==> src/rtl/mnist_pkg.sv <==
// Shared constants and FSM state type for the MNIST accumulator datapath.
package mnist_pkg;

  localparam int unsigned N_IN_HL = 784;
  localparam int unsigned PIX_W   = 8;
  localparam int unsigned W_W     = 8;
  localparam int unsigned ACC_W   = 40;
  localparam int unsigned OUT_W   = 32;

  typedef enum logic [1:0] {
    IDLE = 2'd0,
    ACC  = 2'd1,
    OUT  = 2'd2
  } state_t;

endpackage

==> src/rtl/sat_trunc.sv <==
// Combinational signed saturation from IN_W bits down to OUT_W bits.
module sat_trunc #(
  parameter int unsigned IN_W  = 40,
  parameter int unsigned OUT_W = 32
) (
  input  logic [IN_W-1:0]  i_din,
  output logic [OUT_W-1:0] o_dout
);

  // Bits that must all equal the sign for the value to fit in OUT_W.
  logic [IN_W-OUT_W:0] w_hi;

  assign w_hi = i_din[IN_W-1:OUT_W-1];

  // Pass through when representable, otherwise clamp to the signed limit.
  always_comb begin
    o_dout = i_din[OUT_W-1:0];
    if (!((&w_hi) || !(|w_hi))) begin
      if (i_din[IN_W-1]) o_dout = {1'b1, {(OUT_W-1){1'b0}}};
      else               o_dout = {1'b0, {(OUT_W-1){1'b1}}};
    end
  end

endmodule

==> src/rtl/hl_mac_acc.sv <==
// Hidden-layer neuron accumulator: bias + sum(pixel*weight), saturated to OUT_W.
module hl_mac_acc
  import mnist_pkg::*;
#(
  parameter int unsigned N_IN  = mnist_pkg::N_IN_HL,
  parameter int unsigned PIX_W = mnist_pkg::PIX_W,
  parameter int unsigned W_W   = mnist_pkg::W_W,
  parameter int unsigned ACC_W = mnist_pkg::ACC_W,
  parameter int unsigned OUT_W = mnist_pkg::OUT_W
) (
  input  logic             clk,
  input  logic             rst_n,
  input  logic             start,
  input  logic [OUT_W-1:0] bias,
  input  logic             in_valid,
  output logic             in_ready,
  input  logic [PIX_W-1:0] pixel,
  input  logic [W_W-1:0]   weight,
  output logic             out_valid,
  input  logic             out_ready,
  output logic [OUT_W-1:0] hl_buf,
  output logic             busy
);

  localparam int unsigned CNT_W  = (N_IN > 1) ? $clog2(N_IN) : 1;
  localparam int unsigned PROD_W = PIX_W + W_W + 1;
  localparam logic [CNT_W-1:0] LAST = CNT_W'(N_IN - 1);

  state_t r_state, w_state_nxt;

  logic signed [ACC_W-1:0]  r_acc;
  logic        [CNT_W-1:0]  r_cnt;
  logic        [OUT_W-1:0]  r_hl_buf;

  logic                     w_accept;
  logic                     w_last;
  logic signed [PROD_W-1:0] w_pix_ext;
  logic signed [PROD_W-1:0] w_wt_ext;
  logic signed [PROD_W-1:0] w_prod;
  logic signed [ACC_W-1:0]  w_prod_ext;
  logic signed [ACC_W-1:0]  w_sum;
  logic signed [ACC_W-1:0]  w_bias_ext;
  logic        [OUT_W-1:0]  w_sat;

  // Pixel is unsigned: zero-extend; weight is signed: sign-extend. The
  // 17-bit product of the extended operands is exact.
  assign w_pix_ext  = {{(W_W + 1){1'b0}}, pixel};
  assign w_wt_ext   = {{(PIX_W + 1){weight[W_W-1]}}, weight};
  assign w_prod     = w_pix_ext * w_wt_ext;
  assign w_prod_ext = {{(ACC_W - PROD_W){w_prod[PROD_W-1]}}, w_prod};
  assign w_sum      = r_acc + w_prod_ext;
  assign w_bias_ext = {{(ACC_W - OUT_W){bias[OUT_W-1]}}, bias};

  assign w_accept = (r_state == ACC) && in_valid;
  assign w_last   = (r_cnt == LAST);
  assign hl_buf   = r_hl_buf;

  sat_trunc #(
    .IN_W  (ACC_W),
    .OUT_W (OUT_W)
  ) u_sat (
    .i_din  (w_sum),
    .o_dout (w_sat)
  );

  // State register.
  always_ff @(posedge clk or negedge rst_n) begin
    if (!rst_n) r_state <= IDLE;
    else        r_state <= w_state_nxt;
  end

  // Next-state and handshake outputs.
  always_comb begin
    w_state_nxt = r_state;
    in_ready    = 1'b0;
    out_valid   = 1'b0;
    busy        = 1'b0;
    case (r_state)
      IDLE: begin
        if (start) w_state_nxt = ACC;
      end
      ACC: begin
        in_ready = 1'b1;
        busy     = 1'b1;
        if (in_valid && w_last) w_state_nxt = OUT;
      end
      OUT: begin
        out_valid = 1'b1;
        busy      = 1'b1;
        if (out_ready) w_state_nxt = IDLE;
      end
      default: w_state_nxt = IDLE;
    endcase
  end

  // Accumulator, beat counter and the saturated result register.
  always_ff @(posedge clk or negedge rst_n) begin
    if (!rst_n) begin
      r_acc    <= '0;
      r_cnt    <= '0;
      r_hl_buf <= '0;
    end else if ((r_state == IDLE) && start) begin
      r_acc <= w_bias_ext;
      r_cnt <= '0;
    end else if (w_accept) begin
      r_acc <= w_sum;
      if (w_last) begin
        r_hl_buf <= w_sat;
        r_cnt    <= '0;
      end else begin
        r_cnt <= r_cnt + 1'b1;
      end
    end
  end

endmodule
==> config.mk <==
export PLATFORM = sky130hd
export DESIGN_NAME = hl_mac_acc
export DESIGN_NICKNAME = d
export VERILOG_FILES = /design/src/rtl/mnist_pkg.sv /design/src/rtl/sat_trunc.sv /design/src/rtl/hl_mac_acc.sv
export SDC_FILE = /design/constraint.sdc
export NUM_CORES = 1
export LEC_CHECK = 0
export CORE_MARGIN = 2
export CORE_UTILIZATION = 45
export CTS_BUF_LIST = sky130_fd_sc_hd__clkbuf_16
export CTS_CLUSTER_SIZE = 24
export DETAILED_ROUTE_END_ITERATION = 10
export PLACE_DENSITY_LB_ADDON = 0.25
export SLEW_MARGIN = 20
export SYNTH_ARGS = -nofsm -noshare
export SYNTH_HDL_FRONTEND = slang
export SYNTH_SLANG_ARGS = --single-unit
==> constraint.sdc <==
create_clock -name clk -period 15.85 [get_ports clk]
set_clock_uncertainty 0.1 [all_clocks]
set_input_delay 4.755 -clock clk [delete_from_list [all_inputs] [get_ports clk]]
set_output_delay 4.755 -clock clk [all_outputs]
set_load 0.005 [all_outputs]
# [Word level (Yosys, flattened, before mapping)]
# Index checks and enable logic that the tools add are counted.
[totals] out_inout_bits=35 in_bits=53 elab_cells=40 register_bits=84
[op_classes] mux=14 add_sub_neg=2 reduce_logical=12 n_bitwise=1 multipliers=1 eq_ne=6
[op_table] op="$mux 40" n=2
[op_table] op="$mux 32" n=2
[op_table] op="$add 40x17->40" n=1
[op_table] op="$mux 10" n=3
[op_table] op="$mul 9x8->17" n=1
[op_table] op="$add 10x1->10 const B" n=1
[op_table] op="$eq 10x10->1 const B" n=1
[op_table] op="$reduce_and 9->1" n=1
[op_table] op="$reduce_or 9->1" n=1
[op_table] op="$mux 2" n=3
[op_table] op="$pmux 2 s3" n=1
[op_table] op="$reduce_and 3->1" n=2
[op_table] op="$ne 2x2->1 const B" n=2
[op_table] op="$logic_and 1x1->1" n=3
[op_table] op="$mux 1" n=3
[op_table] op="$eq 2x1->1 const B" n=1
[op_table] op="$eq 2x2->1 const B" n=1
[op_table] op="$logic_not 2->1" n=1
[op_table] op="$ne 2x1->1 const B" n=1
[op_table] op="$reduce_bool 2->1" n=1
[op_table] op="$reduce_or 2->1" n=1
[op_table] op="$logic_not 1->1" n=1
[op_table] op="$logic_or 1x1->1" n=1
[op_table] op="$not 1->1" n=1

# [Logic depth before layout (Yosys ltp)]
[logic_depth] ltp_word=6 ltp_mapped=22 mapped_depth_nobuf=20

# [Cells and area by module]
# From an unflattened synthesis, not the netlist that was laid out.
[unflattened] hier_cells=995 hier_area_um2=9171.3
[modules_own_cells] module="hl_mac_acc" area_each_um2=8554.5 seq_area_each_um2=2102.0 cells_each=913 n_inst=1
[modules_own_cells] module="sat_trunc" area_each_um2=616.8 seq_area_each_um2=0.0 cells_each=82 n_inst=1

# [Least setup slack after synthesis]
# No wires, ideal clock.
[synth_timing] kind="input to register" startpoint="input weight[1]" endpoint="register r_hl_buf[28] (netlist: hl_buf[28])" setup_time_ns=0.128 t_required_ns=15.622 path_stages=20 path_buffers=3 arrival_time_ns=10.592 setup_slack_ns=5.029 path_cell_list="clkbuf_1 -> nand2_1 -> fa_1 -> inv_1 -> fa_1 -> fa_1 -> fa_1 -> fa_1 -> ha_1 -> a21o_1 -> a31o_1 -> o2111a_1 -> or3_1 -> buf_6 -> a2111oi_4 -> nor4_1 -> or4_4 -> o41ai_4 -> buf_6 -> o22ai_2"
[synth_between] elab_chain_cells=6 elab_cells_between_ends=8 classes_between="1 x add/sub; 1 x mul; 2 x mux; 4 x reduce/logical"
[synth_lines] element="start: declaration" line="hl_mac_acc.sv:18" text="input logic [W_W-1:0] weight,"
[synth_lines] element="$mul 9x8->17 (*)" line="hl_mac_acc.sv:49" text="assign w_prod = w_pix_ext * w_wt_ext;"
[synth_lines] element="$add 40x17->40 (*)" line="hl_mac_acc.sv:51" text="assign w_sum = r_acc + w_prod_ext;"
[synth_lines] element="$reduce_or 9->1" line="sat_trunc.sv:18" text="if (!((&w_hi) || !(|w_hi))) begin"
[synth_lines] element="$logic_not 1->1" line="sat_trunc.sv:18"
[synth_lines] element="$logic_or 1x1->1" line="sat_trunc.sv:18"
[synth_lines] element="$mux 32 (*)" line="sat_trunc.sv:18"
[synth_lines] element="end signal: assignment" line="hl_mac_acc.sv:108" text="r_hl_buf <= w_sat;"
[synth_lines] element="end: declaration" line="hl_mac_acc.sv:33" text="logic [OUT_W-1:0] r_hl_buf;"
# Mark *: on every way between the ends. The rest lies on a longest branch, timed or not.
# A chain may end at the register's enable or synchronous reset.

# [Final worst setup path]
[layout_timing] startpoint="input weight[7]" endpoint="register r_hl_buf[0] (netlist: hl_buf[0])"
# Same word-level chain as after synthesis.

==> flow_summary.json <==
{
  "syn_area_mm2": 0.00889,
  "synth.distinct_cells": 64,
  "p_clk_share_pct": 9.0,
  "numCtsBuffers": 9,
  "crit_type": "in -> reg",
  "required_ns": 15.97,
  "grt_pass1_wl_mm": 36.8,
  "via_per_inst": 5.52,
  "die_area_mm2": 0.0209,
  "num_antenna_cells": 0,
  "area_growth_pct": 15.4,
  "avgRoutedWirePerCell_um": 16.2,
  "synthCells": 1010,
  "internal_power_mw": 1.07,
  "clock_latency_ns": 0.36,
  "initial_core_util_pct": 45.8,
  "drive_gt1_share_pct": 4.10,
  "asyncSetResetFlopFracSynth_pct": 100,
  "antenna_found_initial": 0,
  "comb_power_share_pct": 77.8,
  "ctsHoldBuffers": 0,
  "dp_cells": 1321,
  "antenna_left": 0,
  "cts_num_sinks": 84,
  "drv_cap": 0,
  "top_layer_used": "met4",
  "whs_ns": 0.406,
  "finalSetupTns_ns": 0,
  "max_freq_ghz": 0.0800,
  "port_buffers": 87,
  "clockBufferDepth": 2,
  "drt_wl_total_mm": 21.7,
  "ir_drop_mv": 0.149,
  "die_y_um": 145,
  "die-width_um": 145,
  "maxSlewHeadroom_pct": 26.6,
  "tritoncts": "built",
  "dr.pass1.iters": 5,
  "coreArea_mm2": 0.0194,
  "period_share_pct": 78.8,
  "hp-class": "reg -> reg",
  "setup_viol": 0,
  "worst-path-max-fanout": 27,
  "postCtsSetupBuffers": 0,
  "gp_congestion": 0.880,
  "track_usage_pct": 22.2,
  "cp.arrival_ns": 12.62,
  "dr_wl_met2_mm": 9.88,
  "synth_fp_nets": 1260,
  "grt-ovfl-total": 0,
  "synth_flop_cell": "dfrtp_1",
  "switching_share_pct": 53.8,
  "vias": 7387,
  "cts-htree-levels": 3,
  "drtIter0Drc": 513,
  "ys_seq_area_share_pct": 23.7,
  "finalNonFillerCells": 1338,
  "tightest_slew_ns": 1.10,
  "wl_met3_um": 906,
  "post-dp-hpwl_mm": 16.7,
  "cts_resized": 0,
  "drt-met1-wl_mm": 10.7,
  "ios": 88,
  "fin_nets": 1318,
  "p_switching_mw": 1.25,
  "path_clk_slew_ns": 0.06,
  "hold_viol_final": 0,
  "root_buffer": "clkbuf_16",
  "first_global_vias": 7379,
  "ys_ff_latch": 84,
  "drc": 0,
  "worstSetupStartpointType": "primary input",
  "synth_edf_count": 0,
  "syn_avg_cell_area_um2": 8.80,
  "row_count": 51,
  "seq_power_share_pct": 13.1,
  "rsz0062_at_grt": "false",
  "drv_slew": 0,
  "p_leak_nw": 4.94,
  "grt_max_degree": 65,
  "fillers": 1853,
  "status": "completed",
  "worstSetupEndpointType": "flop",
  "ys_warn_count": 0,
  "powerDensity_mw_per_mm2": 226,
  "period_minus_slack_ns": 12.50
}
[cells by family after synthesis]
kind of cell | synth area share, %
AO/OA/AOI/OAI | 17.7
multiplexers | 0.239
flip-flops | 23.7
AND/OR/NAND/NOR | 16.8
adder cells (fa/ha/maj) | 32.1
XOR/XNOR | 3.65
buffers and inverters | 5.86
[final timing paths]
kind / start / to / slack, ns / cells after the start
worst min register to register: r_cnt[1] / r_cnt[1] / 0.41 / 2
worst min-delay path: r_cnt[1] / r_cnt[1] / 0.41 / 2
max in group asynchronous: rst_n / r_cnt[0] / 10.37 / 2
worst max register to register: r_acc[6] / hl_buf[0] / 8.60 / 20
min in group asynchronous: rst_n / r_acc[30] / 4.28 / 1
worst max-delay path: weight[7] / hl_buf[0] / 3.36 / 20
[cells in the final DEF, fill, tap and decap left out, types with 4 or more instances in the layout]
cell type / n
buf_4: 7
clkinv_1: 4
nor2_1: 88
fa_1: 52
a21oi_1: 62
xnor2_1: 21
o31ai_1: 9
inv_1: 82
dfrtp_1: 84
o211ai_1: 12
nand3_1: 14
nand4_1: 11
nand2_1: 114
o21ai_0: 57
or3_1: 5
nor3_1: 9
and3_1: 12
o22ai_2: 7
xor2_1: 16
clkdlybuf4s50_1: 86
clkbuf_16: 9
a31oi_1: 17
o21a_1: 11
o22ai_1: 27
and2_1: 34
ha_1: 145
nor3b_1: 4
a21o_1: 9
nand2b_1: 11
[area by class of cell]
class / instances / area [um^2] / share of cell area (%)
Sequential cell: 84 / 2100 / 20.5
Tap cell: 265 / 332 / 3.23
Clock inverter: 7 / 58.8 / 0.574
Inverter: 82 / 308 / 3.00
Multi-Input combinational cell: 797 / 6290 / 61.3
Clock buffer: 9 / 225 / 2.20
Timing Repair Buffer: 94 / 941 / 9.18
[registers in the layout, summed over array words and instances, names as in the netlist]
signal and cells:
r_acc 40, hl_buf 32, r_cnt 10, r_state 2
[routing by layer]
metal  vias up  global-route usage, %
li1       3626                      -
met1      3582                   31.8
met2       156                   35.6
met3        23                   3.58
met4         0                   4.91
met5         -                      0
[worst max-delay path, stage by stage]
cell and delay [ns]:
clkdlybuf4s50_1 0.45, buf_4 0.34, clkinv_1 0.35, fa_1 0.62
inv_1 0.06, fa_1 0.51, fa_1 0.45, fa_1 0.58
fa_1 0.43, ha_1 0.38, and3_2 0.25, a221oi_1 0.49
o22ai_1 0.19, a211o_1 0.36, o221ai_1 0.26, xnor2_1 0.16
or4_4 0.51, o41ai_4 0.96, buf_4 0.39, o22ai_1 0.12
[cell usage after synthesis, types with 3 or more instances]
cell / number / area (um^2)
ha_1: 145 / 1810
nand2_1: 115 / 432
nor2_1: 88 / 330
dfrtp_1: 84 / 2100
inv_1: 81 / 304
a21oi_1: 62 / 310
o21ai_0: 57 / 285
fa_1: 52 / 1040
clkbuf_1: 38 / 143
and2_1: 35 / 219
o22ai_1: 27 / 169
xnor2_1: 21 / 184
a31oi_1: 17 / 106
xor2_1: 16 / 140
nand3_1: 14 / 70.1
and3_1: 12 / 75.1
o211ai_1: 12 / 90.1
nand2b_1: 11 / 68.8
nand4_1: 11 / 68.8
o21a_1: 11 / 82.6
a21o_1: 9 / 67.6
nor3_1: 9 / 45.0
o31ai_1: 9 / 67.6
o22ai_2: 7 / 87.6
buf_2: 5 / 25.0
or3_1: 5 / 31.3
buf_6: 4 / 45.0
nor3b_1: 4 / 30.0
nor4_1: 3 / 18.8
o21bai_1: 3 / 22.5
o31a_1: 3 / 26.3
[through the flow]
step,setup slack (ns),instance area (um^2),power (mW),util [%]
CTS,3.34,10200,2.33,52.7
detailed placement,3.01,9940,2.10,51.3
floorplan,5.03,8890,1.66,-
global route,2.99,10300,2.58,52.9
finish,3.36,10300,2.32,52.9
global placement,3.15,9940,2.08,51.3
[power by group through the flow]
stage / registers (mW) / clock network (mW) / logic [mW]
3_5_place_dp: 0.308 / 0 / 1.79
3_3_place_gp: 0.308 / 0 / 1.78
5_1_grt: 0.313 / 0.226 / 2.04
6_report: 0.305 / 0.210 / 1.81
4_1_cts: 0.305 / 0.214 / 1.81
2_1_floorplan: 0.299 / 0 / 1.36
No activity file was read; power rests on OpenSTA's default activity.
